$ cat config.mk
export PLATFORM = sky130hd
export DESIGN_NAME = sevenseg_scan_decoder
export DESIGN_NICKNAME = d
export VERILOG_FILES = /design/src/rtl/sevenseg_scan_decoder.sv
export SDC_FILE = /design/constraint.sdc
export NUM_CORES = 1
export LEC_CHECK = 0
export BUFFER_PORTS_ARGS = -buffer_cell sky130_fd_sc_hd__buf_2
export CAP_MARGIN = 10
export CORE_MARGIN = 3
export CORE_UTILIZATION = 45
export DETAILED_ROUTE_END_ITERATION = 8
export GPL_ROUTABILITY_DRIVEN = 0
export SETUP_SLACK_MARGIN = 0.2
export SYNTH_ARGS = -nofsm -noshare
export SYNTH_HDL_FRONTEND = slang
export SYNTH_SLANG_ARGS = --single-unit
export TNS_END_PERCENT = 20
$ cat constraint.sdc
create_clock -name clk -period 7.7 [get_ports clk]
set_clock_uncertainty 0.1 [all_clocks]
set_input_delay 0.77 -clock clk [delete_from_list [all_inputs] [get_ports clk]]
set_output_delay 0.77 -clock clk [all_outputs]
set_load 0.05 [all_outputs]
$ cat src/rtl/sevenseg_scan_decoder.sv
// Multiplexed 7-segment readback monitor: recovers the displayed 4-digit hex value
// from sampled segment/enable lines, rejecting ghosting and unconfirmed frames.
module sevenseg_scan_decoder #(
   parameter int SETTLE_CYCLES  = 4,
   parameter int CONFIRM_FRAMES = 2,
   parameter int TIMEOUT_CYCLES = 65535,
   parameter bit EN_ACTIVE_LOW  = 1'b0,
   parameter bit SEG_ACTIVE_LOW = 1'b0
) (
   input  logic        clk,
   input  logic        rst_n,
   input  logic [7:0]  seg_in,
   input  logic [3:0]  en_in,
   output logic [15:0] value_out,
   output logic [3:0]  dp_out,
   output logic [3:0]  blank_out,
   output logic        value_valid,
   output logic        pattern_err,
   output logic        display_lost
);

   localparam int SW = $clog2(SETTLE_CYCLES + 1);
   localparam int CW = $clog2(CONFIRM_FRAMES + 1);
   localparam int TW = $clog2(TIMEOUT_CYCLES + 1);
   localparam logic [SW-1:0] SETTLE_MAX  = SW'(SETTLE_CYCLES);
   localparam logic [SW-1:0] SETTLE_ONE  = SW'(1'b1);
   localparam logic [CW-1:0] CONFIRM_MAX = CW'(CONFIRM_FRAMES);
   localparam logic [CW-1:0] CONFIRM_ONE = CW'(1'b1);
   localparam logic [TW-1:0] TIMEOUT_MAX = TW'(TIMEOUT_CYCLES);
   localparam logic [TW-1:0] TIMEOUT_ONE = TW'(1'b1);

   typedef enum logic [1:0] {
      WAIT_EN  = 2'd0,
      SETTLING = 2'd1,
      HELD     = 2'd2
   } state_t;

   // Returns {decodable, blank, nibble} for an A-G segment pattern.
   function automatic logic [5:0] decode_seg(input logic [6:0] s);
      logic [5:0] r;
      case (s)
         7'h3F:   r = {2'b10, 4'h0};
         7'h06:   r = {2'b10, 4'h1};
         7'h5B:   r = {2'b10, 4'h2};
         7'h4F:   r = {2'b10, 4'h3};
         7'h66:   r = {2'b10, 4'h4};
         7'h6D:   r = {2'b10, 4'h5};
         7'h7D:   r = {2'b10, 4'h6};
         7'h07:   r = {2'b10, 4'h7};
         7'h7F:   r = {2'b10, 4'h8};
         7'h6F:   r = {2'b10, 4'h9};
         7'h77:   r = {2'b10, 4'hA};
         7'h7C:   r = {2'b10, 4'hB};
         7'h39:   r = {2'b10, 4'hC};
         7'h5E:   r = {2'b10, 4'hD};
         7'h79:   r = {2'b10, 4'hE};
         7'h71:   r = {2'b10, 4'hF};
         7'h00:   r = {2'b11, 4'h0};
         default: r = {2'b00, 4'h0};
      endcase
      return r;
   endfunction

   function automatic logic is_one_hot(input logic [3:0] e);
      return (e != 4'h0) && ((e & (e - 4'h1)) == 4'h0);
   endfunction

   function automatic logic [1:0] onehot_index(input logic [3:0] e);
      logic [1:0] r;
      case (e)
         4'b0010: r = 2'd1;
         4'b0100: r = 2'd2;
         4'b1000: r = 2'd3;
         default: r = 2'd0;
      endcase
      return r;
   endfunction

   logic [7:0]    seg_meta_r, seg_sync_r, seg_prev_r;
   logic [3:0]    en_meta_r, en_sync_r, en_prev_r;
   logic [7:0]    seg_s;
   logic [3:0]    en_s;
   logic          en_changed_s, seg_changed_s, en_one_hot_s;

   state_t        state_r, state_nxt;
   logic [SW-1:0] settle_r, settle_nxt;
   logic          capture_s;

   logic [5:0]    dec_s;
   logic [1:0]    idx_s;
   logic [15:0]   wval_r, wval_nxt, prev_val_r;
   logic [3:0]    wdp_r, wdp_nxt, prev_dp_r;
   logic [3:0]    wblank_r, wblank_nxt, prev_blank_r;
   logic [3:0]    seen_r, seen_nxt;
   logic          inv_r, inv_nxt;
   logic          frame_done_s, match_s, confirm_s, differs_s;
   logic [CW-1:0] conf_r, conf_nxt;
   logic [TW-1:0] tmo_r, tmo_nxt;
   logic          tmo_hit_s;

   logic [15:0]   value_r;
   logic [3:0]    dp_r, blank_r;
   logic          valid_r, perr_r, lost_r, has_out_r;

   assign seg_s         = seg_sync_r ^ {8{SEG_ACTIVE_LOW}};
   assign en_s          = en_sync_r ^ {4{EN_ACTIVE_LOW}};
   assign en_changed_s  = (en_s != en_prev_r);
   assign seg_changed_s = (seg_s != seg_prev_r);
   assign en_one_hot_s  = is_one_hot(en_s);

   // Two-flop synchronisers plus one-cycle history of the normalised inputs.
   always_ff @(posedge clk or negedge rst_n) begin
      if (!rst_n) begin
         seg_meta_r <= 8'h00;
         seg_sync_r <= 8'h00;
         en_meta_r  <= 4'h0;
         en_sync_r  <= 4'h0;
         seg_prev_r <= 8'h00;
         en_prev_r  <= 4'h0;
      end else begin
         seg_meta_r <= seg_in;
         seg_sync_r <= seg_meta_r;
         en_meta_r  <= en_in;
         en_sync_r  <= en_meta_r;
         seg_prev_r <= seg_s;
         en_prev_r  <= en_s;
      end
   end

   // Settle FSM: one capture per enable activation once enable and segments are stable.
   always_comb begin
      state_nxt  = state_r;
      settle_nxt = settle_r;
      capture_s  = 1'b0;
      case (state_r)
         WAIT_EN: begin
            if (en_one_hot_s) begin
               state_nxt  = SETTLING;
               settle_nxt = SETTLE_ONE;
            end else begin
               state_nxt = WAIT_EN;
            end
         end
         SETTLING: begin
            if (en_changed_s) begin
               state_nxt  = en_one_hot_s ? SETTLING : WAIT_EN;
               settle_nxt = SETTLE_ONE;
            end else if (seg_changed_s) begin
               settle_nxt = SETTLE_ONE;
            end else if (settle_r >= SETTLE_MAX) begin
               capture_s = 1'b1;
               state_nxt = HELD;
            end else begin
               settle_nxt = settle_r + SETTLE_ONE;
            end
         end
         HELD: begin
            if (en_changed_s) begin
               state_nxt  = en_one_hot_s ? SETTLING : WAIT_EN;
               settle_nxt = SETTLE_ONE;
            end else begin
               state_nxt = HELD;
            end
         end
         default: begin
            state_nxt  = WAIT_EN;
            settle_nxt = SETTLE_ONE;
         end
      endcase
   end

   // FSM state register.
   always_ff @(posedge clk or negedge rst_n) begin
      if (!rst_n) begin
         state_r  <= WAIT_EN;
         settle_r <= '0;
      end else begin
         state_r  <= state_nxt;
         settle_r <= settle_nxt;
      end
   end

   assign dec_s = decode_seg(seg_s[6:0]);
   assign idx_s = onehot_index(en_s);

   // Working frame after the current capture, if any.
   always_comb begin
      wval_nxt   = wval_r;
      wdp_nxt    = wdp_r;
      wblank_nxt = wblank_r;
      seen_nxt   = seen_r;
      inv_nxt    = inv_r;
      if (capture_s) begin
         wval_nxt[{idx_s, 2'b00} +: 4] = dec_s[3:0];
         wdp_nxt[idx_s]                = seg_s[7];
         wblank_nxt[idx_s]             = dec_s[4];
         seen_nxt                      = seen_r | en_s;
         inv_nxt                       = inv_r | ~dec_s[5];
      end else begin
         seen_nxt = seen_r;
      end
   end

   assign frame_done_s = capture_s && (seen_nxt == 4'hF);
   assign match_s      = (wval_nxt == prev_val_r) && (wdp_nxt == prev_dp_r) &&
                         (wblank_nxt == prev_blank_r);
   assign tmo_nxt      = capture_s ? '0 :
                         ((tmo_r == TIMEOUT_MAX) ? tmo_r : tmo_r + TIMEOUT_ONE);
   assign tmo_hit_s    = !capture_s && (tmo_nxt == TIMEOUT_MAX);
   assign differs_s    = !has_out_r || (wval_nxt != value_r) || (wdp_nxt != dp_r) ||
                         (wblank_nxt != blank_r);

   // Confirmation counter: invalid frames zero it, a differing frame restarts at one.
   always_comb begin
      conf_nxt = conf_r;
      if (frame_done_s) begin
         if (inv_nxt) begin
            conf_nxt = '0;
         end else if (match_s) begin
            conf_nxt = (conf_r >= CONFIRM_MAX) ? conf_r : conf_r + CONFIRM_ONE;
         end else begin
            conf_nxt = CONFIRM_ONE;
         end
      end else if (tmo_hit_s) begin
         conf_nxt = '0;
      end else begin
         conf_nxt = conf_r;
      end
   end

   assign confirm_s = frame_done_s && (conf_nxt == CONFIRM_MAX);

   // Frame buffers, seen mask, invalid flag and timeout counter.
   always_ff @(posedge clk or negedge rst_n) begin
      if (!rst_n) begin
         wval_r       <= 16'h0000;
         wdp_r        <= 4'h0;
         wblank_r     <= 4'h0;
         seen_r       <= 4'h0;
         inv_r        <= 1'b0;
         prev_val_r   <= 16'h0000;
         prev_dp_r    <= 4'h0;
         prev_blank_r <= 4'h0;
         conf_r       <= '0;
         tmo_r        <= '0;
      end else begin
         wval_r   <= wval_nxt;
         wdp_r    <= wdp_nxt;
         wblank_r <= wblank_nxt;
         conf_r   <= conf_nxt;
         tmo_r    <= tmo_nxt;
         if (frame_done_s) begin
            prev_val_r   <= wval_nxt;
            prev_dp_r    <= wdp_nxt;
            prev_blank_r <= wblank_nxt;
            seen_r       <= 4'h0;
            inv_r        <= 1'b0;
         end else if (tmo_hit_s) begin
            seen_r <= 4'h0;
            inv_r  <= 1'b0;
         end else begin
            seen_r <= seen_nxt;
            inv_r  <= inv_nxt;
         end
      end
   end

   // Registered outputs; a confirmed frame also clears the sticky pattern error.
   always_ff @(posedge clk or negedge rst_n) begin
      if (!rst_n) begin
         value_r   <= 16'h0000;
         dp_r      <= 4'h0;
         blank_r   <= 4'h0;
         valid_r   <= 1'b0;
         perr_r    <= 1'b0;
         lost_r    <= 1'b0;
         has_out_r <= 1'b0;
      end else begin
         lost_r <= (tmo_nxt == TIMEOUT_MAX);
         if (confirm_s) begin
            value_r   <= wval_nxt;
            dp_r      <= wdp_nxt;
            blank_r   <= wblank_nxt;
            valid_r   <= differs_s;
            perr_r    <= 1'b0;
            has_out_r <= 1'b1;
         end else begin
            valid_r <= 1'b0;
            if (capture_s && !dec_s[5]) begin
               perr_r <= 1'b1;
            end else begin
               perr_r <= perr_r;
            end
         end
      end
   end

   assign value_out    = value_r;
   assign dp_out       = dp_r;
   assign blank_out    = blank_r;
   assign value_valid  = valid_r;
   assign pattern_err  = perr_r;
   assign display_lost = lost_r;

endmodule

==> results.yml <==
drt:
  first_pass_iters: 5
  drt-total-wl_um: 17700
  drc: 0
  wl_per_cell_um: 18.6
  num_vias: 5471
  ant_nets: 0
  via_per_inst: 5.75
  drt_iter0_markers: 391
sta:
  final.setup.tns_ns: 0
  rsz0062_at_grt: "false"
  tightest_slew_ns: 0.917
  slew_headroom_pct: 38.3
  finalSetupViolations: 0
  min_period_over_period_pct: 66.3
  hold_viol_final: 0
  slew_violations: 0
  fmax_mhz: 196
  min_period_ns: 5.11
  whs_ns: 0.227
floorplanning:
  start_util_pct: 46.9
  die_x_um: 133
  dieArea_um2: 17700
  fp.coreArea_um2: 15500
  row_count: 45
  io_pins: 41
  chipHeight_um: 133
layout:
  diodes: 0
  drive_above_1_share_pct: 16.2
  fin_nets: 756
  area_delta_synth_final_pct: 12.6
worst_hold_path:
  hp-class: "in2async"
setup_path:
  critical_path_required_ns: 7.91
  start_kind: "flip-flop"
  critPathCaptureType: "flip-flop"
  critPathMaxStageDelay_ns: 0.78
  crit_fanout: 23
  crit_chain: "xnor2_1, nand4_1, or4_1, o31ai_1, xor2_1, a2111oi_2, nand4b_1, nor4_4, buf_4, mux2_2"
  arrival_ns: 5.32
  cpMaxStageDelayCell: "dfrtp_1"
  crit_type: "reg2reg"
pwr:
  leakagePower_nw: 3.86
  p_sw_share_pct: 24.7
  power_density_nw_per_um2: 193
  p_clk_share_pct: 47.2
  p_int_w: 0.00119
  p_seq_share_pct: 48.5
  power_frac_comb_pct: 4.3
  p_switching_w: 0.000390
  peakVddDrop_v: 0.000156
clocking:
  cts-root-buf: "clkbuf_16"
  cts_tree: "yes"
  cts_setup_buffers: 0
  cts_buffer_depth: 2
  clk_pin_slew_worst_paths_ns: 0.06
  cts.sinks: 140
  ctsHoldBuffers: 0
  clk_latency_ns: 0.43
  cts_resized: 0
  htree_levels: 4
  cts_inserted_buffers: 17
global_routing:
  grt_overflow_total: 0
  grt_pass1_vias: 5565
  antenna_found_initial: 0
  grt_start_max_net_pins: 72
  grt_pass1_wl_um: 29100
  grt_use_total_pct: 20.8
synth:
  synth-async-reset-ratio_pct: 100
  yosysSeqAreaShare_pct: 48.3
  synthFlopType: "dfrtp_1"
  post_synth.cell_area_avg_um2: 10.5
  synth_top_area_cell: "dfrtp_1"
  synth.top_cell.area_share_pct: 48.3
  syn_inst: 693
  yosys.cell_types.count: 69
  ys_seq_elements: 140
  synth_area_um2: 7260
  ys_top_cells_by_area: "dfrtp_1 (48%), xnor2_1 (5.8%), mux2_2 (3.1%), xor2_1 (3.0%), nand2_1 (2.8%)"
  yosys_warnings: 0
  synth_edf_count: 0
  syn_nets: 720
placement:
  io_buffers: 40
  hpwl_um: 12800
run:
  cap_violations: 0
status:
  status: "completed"
==> synth_stat cells, drive strengths merged, types with 13 or more instances <==
cell,instances
dfrtp,140
nand2,54
xnor2,48
nor2,42
mux2,37
o21ai,34
inv,30
a21oi,25
xor2,25
nor3,20
nand4,18
clkbuf,16
nor4,16
mux2i,15
buf,14
ha,13
nand3,13
==> path summary, 6_finish.rpt <==
check	from	to	slack, ns	cells past startpoint
setup / recovery	seg_s[0]$_DFF_PN0_	blank_out[1]$_DFFE_PN0P_	2.59	10
hold / removal	rst_n	seg_s[3]$_DFF_PN0_	0.23	1
setup reg to reg	seg_s[0]$_DFF_PN0_	blank_out[1]$_DFFE_PN0P_	2.59	10
hold reg to reg	seg_meta_r[2]$_DFF_PN0_	seg_s[2]$_DFF_PN0_	0.25	0
max in group asynchronous	rst_n	prev_val_r[7]$_DFFE_PN0P_	5.99	2
min in group clk	seg_meta_r[2]$_DFF_PN0_	seg_s[2]$_DFF_PN0_	0.25	0
==> power by group through the flow <==
stage	combinational [W]	clock (W)	sequential [W]
after floorplan	0.0000470	0	0.000767
after global placement	0.0000657	0	0.000776
after detailed placement	0.0000675	0	0.000777
after CTS	0.0000681	0.000763	0.000764
after global routing	0.0000763	0.000797	0.000766
final	0.0000674	0.000744	0.000764
==> layout by cell type, fill, tap and decap left out, types with 18 or more instances in the layout <==
| master | instances |
|---|---|
| nor3_1 | 20 |
| o21ai_0 | 33 |
| buf_2 | 39 |
| xor2_1 | 25 |
| mux2_2 | 20 |
| dfrtp_1 | 140 |
| nor2_1 | 42 |
| xnor2_1 | 48 |
| inv_1 | 30 |
| a21oi_1 | 25 |
| nand4_1 | 18 |
| nand2_1 | 54 |
==> layout make-up <==
type                            instances  area (um^2)
Sequential cell                       140         3500
Clock inverter                         14          114
Inverter                               30          113
Fill cell                            1353         7310
Timing Repair Buffer                   47          259
Clock buffer                           17          425
Tap cell                              211          264
Multi-Input combinational cell        493         3490
==> metal layers <==
layer	wire [um]	track usage [%]	up-vias	part of all wire [%]
li1	-	-	2576	-
met1	7940	27.2	2684	45
met2	8340	32.8	162	47
met3	850	5.36	49	4.8
met4	582	8.78	0	3.3
met5	0	0	-	0
==> worst max-delay path, delay by kind of cell, from the launching register on <==
kind | cells | cell delay (ns)
buffers and inverters | 1 | 0.43
muxes | 1 | 0.38
DFF | 1 | 0.78
AOI/OAI and AO/OA | 2 | 1.13
xor gates and xnor gates | 2 | 0.38
and+or+nand+nor | 4 | 1.77
==> per-stage QoR <==
step	instance area (um^2)	total power [W]	cells	worst slack, ns	util [%]
floorplan	7260	0.000814	693	3.46	-
global placement	7630	0.000842	921	2.92	49.3
detailed placement	7630	0.000845	921	2.67	49.3
CTS	8170	0.00160	952	2.64	52.8
global route	8170	0.00164	952	2.29	52.8
finish	8170	0.00158	952	2.59	52.8
==> cells by family (layout without fill, tap and decap cells) <==
| group | after synthesis | in the layout | share of synthesized area (%) |
|---|---|---|---|
| flops | 140 | 140 | 48.3 |
| fa+ha+maj | 13 | 13 | 2.24 |
| simple gates | 241 | 241 | 18.6 |
| buf+inv | 60 | 108 | 3.60 |
| xor+xnor | 73 | 73 | 8.81 |
| compound gates | 114 | 114 | 10.1 |
| mux | 52 | 52 | 8.38 |
==> sequential cells by signal, indices dropped and copies added, names as in the netlist, 2 cells and up <==
register,flops
prev_blank_r,4
prev_dp_r,4
en_meta_r,4
conf_r,2
en_prev_r,4
tmo_r,16
value_out,16
en_s,4
prev_val_r,16
settle_r,3
seg_prev_r,8
wval_r,16
seg_s,8
seg_meta_r,8
blank_out,4
dp_out,4
seen_r,4
wblank_r,4
state_r,2
wdp_r,4
(Power assumes the default switching activity.)
